<file path="config.mk">
export PLATFORM = sky130hd
export DESIGN_NAME = oam_dma
export DESIGN_NICKNAME = d
export VERILOG_FILES = /design/src/rtl/oam_dma.sv
export SDC_FILE = /design/constraint.sdc
export NUM_CORES = 1
export LEC_CHECK = 0
export BUFFER_PORTS_ARGS = -buffer_cell sky130_fd_sc_hd__buf_4
export CORE_MARGIN = 10
export CORE_UTILIZATION = 34
export CTS_CLUSTER_SIZE = 16
export DETAILED_ROUTE_END_ITERATION = 10
export PLACE_DENSITY = 0.74
export SLEW_MARGIN = 20
export SYNTH_ARGS = -nofsm -noshare
export SYNTH_HDL_FRONTEND = slang
export SYNTH_SLANG_ARGS = --single-unit
</file>
<file path="constraint.sdc">
create_clock -name clk_ph1 -period 1.5 [get_ports clk_ph1]
set_input_delay 0.15 -clock clk_ph1 [delete_from_list [all_inputs] [get_ports clk_ph1]]
set_output_delay 0.15 -clock clk_ph1 [all_outputs]
set_load 0.03 [all_outputs]
</file>
<file path="src/rtl/oam_dma.sv">
// Sprite-memory DMA: a CPU write to 16'h4014 halts the CPU and copies the
// 256-byte page {page,8'h00..8'hFF} into the register at 16'h2004.
module oam_dma (
    input  logic        clk_ph1,
    input  logic        rst,
    input  logic [15:0] cpu_addr,
    input  logic [7:0]  cpu_dout,
    input  logic        cpu_rw,
    output logic        cpu_rdy,
    output logic        bus_sel,
    output logic [15:0] mem_addr,
    output logic        mem_rw,
    output logic [7:0]  mem_dout,
    input  logic [7:0]  mem_din
);

    localparam logic [15:0] TRIGGER_ADDR = 16'h4014;
    localparam logic [15:0] DEST_ADDR    = 16'h2004;

    typedef enum logic [2:0] {
        IDLE,
        HALT,
        ALIGN,
        READ,
        WRITE
    } state_t;

    state_t     state_q, state_d;
    logic       parity_q, parity_d;
    logic [7:0] page_q, page_d;
    logic [7:0] index_q, index_d;
    logic [7:0] data_q, data_d;

    always_ff @(posedge clk_ph1 or negedge rst) begin
        if (!rst) begin
            state_q  <= IDLE;
            parity_q <= 1'b0;
            page_q   <= 8'h00;
            index_q  <= 8'h00;
            data_q   <= 8'h00;
        end else begin
            state_q  <= state_d;
            parity_q <= parity_d;
            page_q   <= page_d;
            index_q  <= index_d;
            data_q   <= data_d;
        end
    end

    // HALT on an even cycle inserts ALIGN so every READ lands on parity 0.
    always_comb begin
        state_d  = state_q;
        parity_d = ~parity_q;
        page_d   = page_q;
        index_d  = index_q;
        data_d   = data_q;
        case (state_q)
            IDLE: begin
                if (!cpu_rw && (cpu_addr == TRIGGER_ADDR)) begin
                    page_d  = cpu_dout;
                    index_d = 8'h00;
                    state_d = HALT;
                end
            end
            HALT:  state_d = parity_q ? READ : ALIGN;
            ALIGN: state_d = READ;
            READ: begin
                data_d  = mem_din;
                state_d = WRITE;
            end
            WRITE: begin
                index_d = index_q + 8'h01;
                state_d = (index_q == 8'hFF) ? IDLE : READ;
            end
            default: state_d = IDLE;
        endcase
    end

    // Outputs decode registered state only, so no CPU input reaches them.
    always_comb begin
        cpu_rdy  = 1'b0;
        bus_sel  = 1'b1;
        mem_addr = 16'h0000;
        mem_rw   = 1'b1;
        mem_dout = 8'h00;
        case (state_q)
            IDLE: begin
                cpu_rdy = 1'b1;
                bus_sel = 1'b0;
            end
            READ:  mem_addr = {page_q, index_q};
            WRITE: begin
                mem_addr = DEST_ADDR;
                mem_rw   = 1'b0;
                mem_dout = data_q;
            end
            default: ;
        endcase
    end

endmodule

</file>
==> results.cfg <==
[floorplanning]
die_h_um = 84.9
rows = 23
fp.dieArea_um2 = 7210
fp.coreArea_um2 = 4030
initial_core_util_pct = 35.6
pin_count = 62
fp.dieW_um = 84.9

[setup_path]
worstPathRequired_ps = 1350
cp_cell_sequence = buf_6, nor2_4, buf_6, and2_4, buf_6
crit_path_start_kind = register
crit_family = flip-flops
slowest_delay_ps = 460
r2r_cells = 6
r2r-start = state_q[1]
rrSetupSlack_ps = -70
cp_max_fo = 8
rr_endpoint = index_q[5]
crit_top_cell = buf_6
critPathBufInv = 3
cp_data_arrival_time_ps = 1450
cp_slowest_cell = dfrtp_2
critPathCaptureType = primary output
crit_type = register to primary output

[run]
cap_viol_max_count = 0

[clock_tree]
cts_inserted_buffers = 3
clockBufferDepth = 2
htreeDepth = 1
clk_pin_slew_ps = 100
cts_tree = done
clockRootBuffer = clkbuf_8
clock_latency_ps = 280
cts.sinks = 28

[global_route]
grt_max_degree = 29
grt_pass1_wl_mm = 7.02
grt_usage_pct = 11.6
grt_overflow = 0
grt_pass1_vias = 1419
grt_antenna_before_repair = 0

[sta]
setup_viol = 36
finalHoldViolations = 0
worst_slew_pin_slew_ps = 352
period_needed_ps = 1600
layout_setup_ws_ps = -103
rsz0062_at_grt = true
slew_violations = 0
fin_skew_ps = 10.3
tns_ps = -2490
timing.final.crit_share_pct = 107
relSlewSlack_pct = 76.5
fmax_mhz = 624

[worst_hold_path]
min_to = page_q[7]
min_from = cpu_dout[7]
whs_path_depth = 2
min_path_type = primary input to register

[synthesis]
ys_ff_latch = 28
ys_types = 31
yosys_warnings = 0
synth_edf_count = 0
async_flop_share_pct = 100
ys_seq_area_share_pct = 48.9
syn-cell-area_um2 = 1430
synth_cells = 135
dominantRegCellSynth = dfrtp_1
synth_fp_nets = 171
syn_avg_cell_area_um2 = 10.6

[placement]
place_congestion = 0.782
io_buffers = 61
dpl.hpwl_mm = 2.85

[layout]
layout-drive-gt1-share_pct = 61.3
final_nets = 259
antenna-diode-count = 0
fin_util_pct = 60.5
areaGrowthSynthToFinish_pct = 70.0

[detailed_routing]
drt-total-wl_mm = 4.13
drt-initial-drc-count = 51
postRouteAntennaNets = 0
vias = 1287
via_per_inst = 4.73
drc = 0
wire_per_inst_um = 15.2
drtPass1Iterations = 4

[outcome]
violations = negative setup slack
status = finished with violations

[power_and_ir_drop]
p_leak_uw = 0.00118
power_uw = 3120
p_per_area_nw_per_um2 = 1280
vdd_drop_max_mv = 0.408
==> layout by cell type (no fill, tap or decap), types with 2 or more instances in the layout <==
master    count
o211ai_1      2
buf_6        34
dfrtp_1      25
o21ai_0       5
buf_12        2
buf_4        50
nand2_2       4
clkbuf_8      3
nand3_1       6
nor4b_1       3
mux2_2        8
nor3b_1       2
and2_1        9
nor2b_1       2
nand2_1      11
nor2_1        5
or3_1         2
mux2_4        8
nand4_1       2
dfrtp_2       3
nor3_4        3
xnor2_1       2
and2_4       15
==> synth_stat cells (2+ instances only) <==
cell      instances  area share (%)
xnor2_1           2             1.2
nor3_2            2             1.4
nand2_1          15             3.9
o21ai_0           6             2.1
mux2_2           16              13
dfrtp_1          28              49
nor3b_1           2             1.0
nand3_1           6             2.1
nand4_1           2            0.87
inv_2             2            0.52
nor2_1            5             1.3
nor4b_1           3             1.8
and2_1           24              10
clkbuf_1          2            0.52
or3_1             2            0.87
o211ai_1          2             1.0
nor2b_1           2            0.87
==> registers in the layout, summed over array words and instances (netlist names) <==
signal,flops
data_q,8
state_q,3
parity_q,1
index_q,8
page_q,8
==> metrics by stage <==
stage	cells	instance area, µm²	hold WS (ps)	setup WS (ps)
2_1_floorplan	135	1450	-146	-296
3_3_place_gp	255	2060	90.1	-65.9
5_1_grt	272	2440	85.0	-160
3_5_place_dp	255	2060	90.7	-77.8
6_report	272	2440	99.6	-103
4_1_cts	270	2310	93.6	-113
==> cells by family after synthesis <==
| kind of cell | share of synthesized area [%] |
|---|---|
| compound gates | 3.66 |
| xor+xnor | 1.83 |
| fa+ha+maj | 0.872 |
| buf+inv | 2.44 |
| flops | 48.9 |
| mux | 12.6 |
| simple gates | 29.8 |
==> what timing repair did <==
| item | in CTS | in global routing |
|---|---|---|
| setup endpoints to repair | 33 | 48 |
| gates resized for setup | 30 | 39 |
| pin swaps | 4 | 14 |
| hold buffers | 1 | 0 |
| cloned | 1 | 0 |
| setup buffers | 9 | 2 |
| hold endpoints to repair | 28 | 0 |
==> worst max path at each step <==
stage,from,end,slack [ps],cells past startpoint
2_1_floorplan,state_q[2],page_q[0],-300,4
3_3_place_gp,cpu_addr[6],page_q[0],-70,6
3_5_place_dp,cpu_addr[6],page_q[6],-80,6
4_1_cts,state_q[0],mem_dout[3],-110,4
5_1_grt,state_q[2],mem_addr[5],-160,5
6_report,state_q[2],mem_addr[5],-100,5
==> layout make-up <==
type / instances / area (µm²)
flip-flops and latches: 28 / 704
fillers: 343 / 1590
multi-input cells: 100 / 798
repair buffers: 87 / 808
inverters: 3 / 18.8
clock buffers: 4 / 45.0
well taps: 50 / 62.6
==> layer usage <==
layer	GRT usage (%)	vias up	wire, µm
met5	0	-	0
met4	3.44	0	78
met3	3.06	6	217
met2	21.1	29	2240
met1	12.7	614	1590
li1	-	638	-
==> power by group <==
part	switching (µW)	internal (µW)	total [µW]
sequential	160	948	1110
clock	231	191	422
combinational	744	849	1590
total	1140	1990	3120
(Power assumes the default switching activity.)
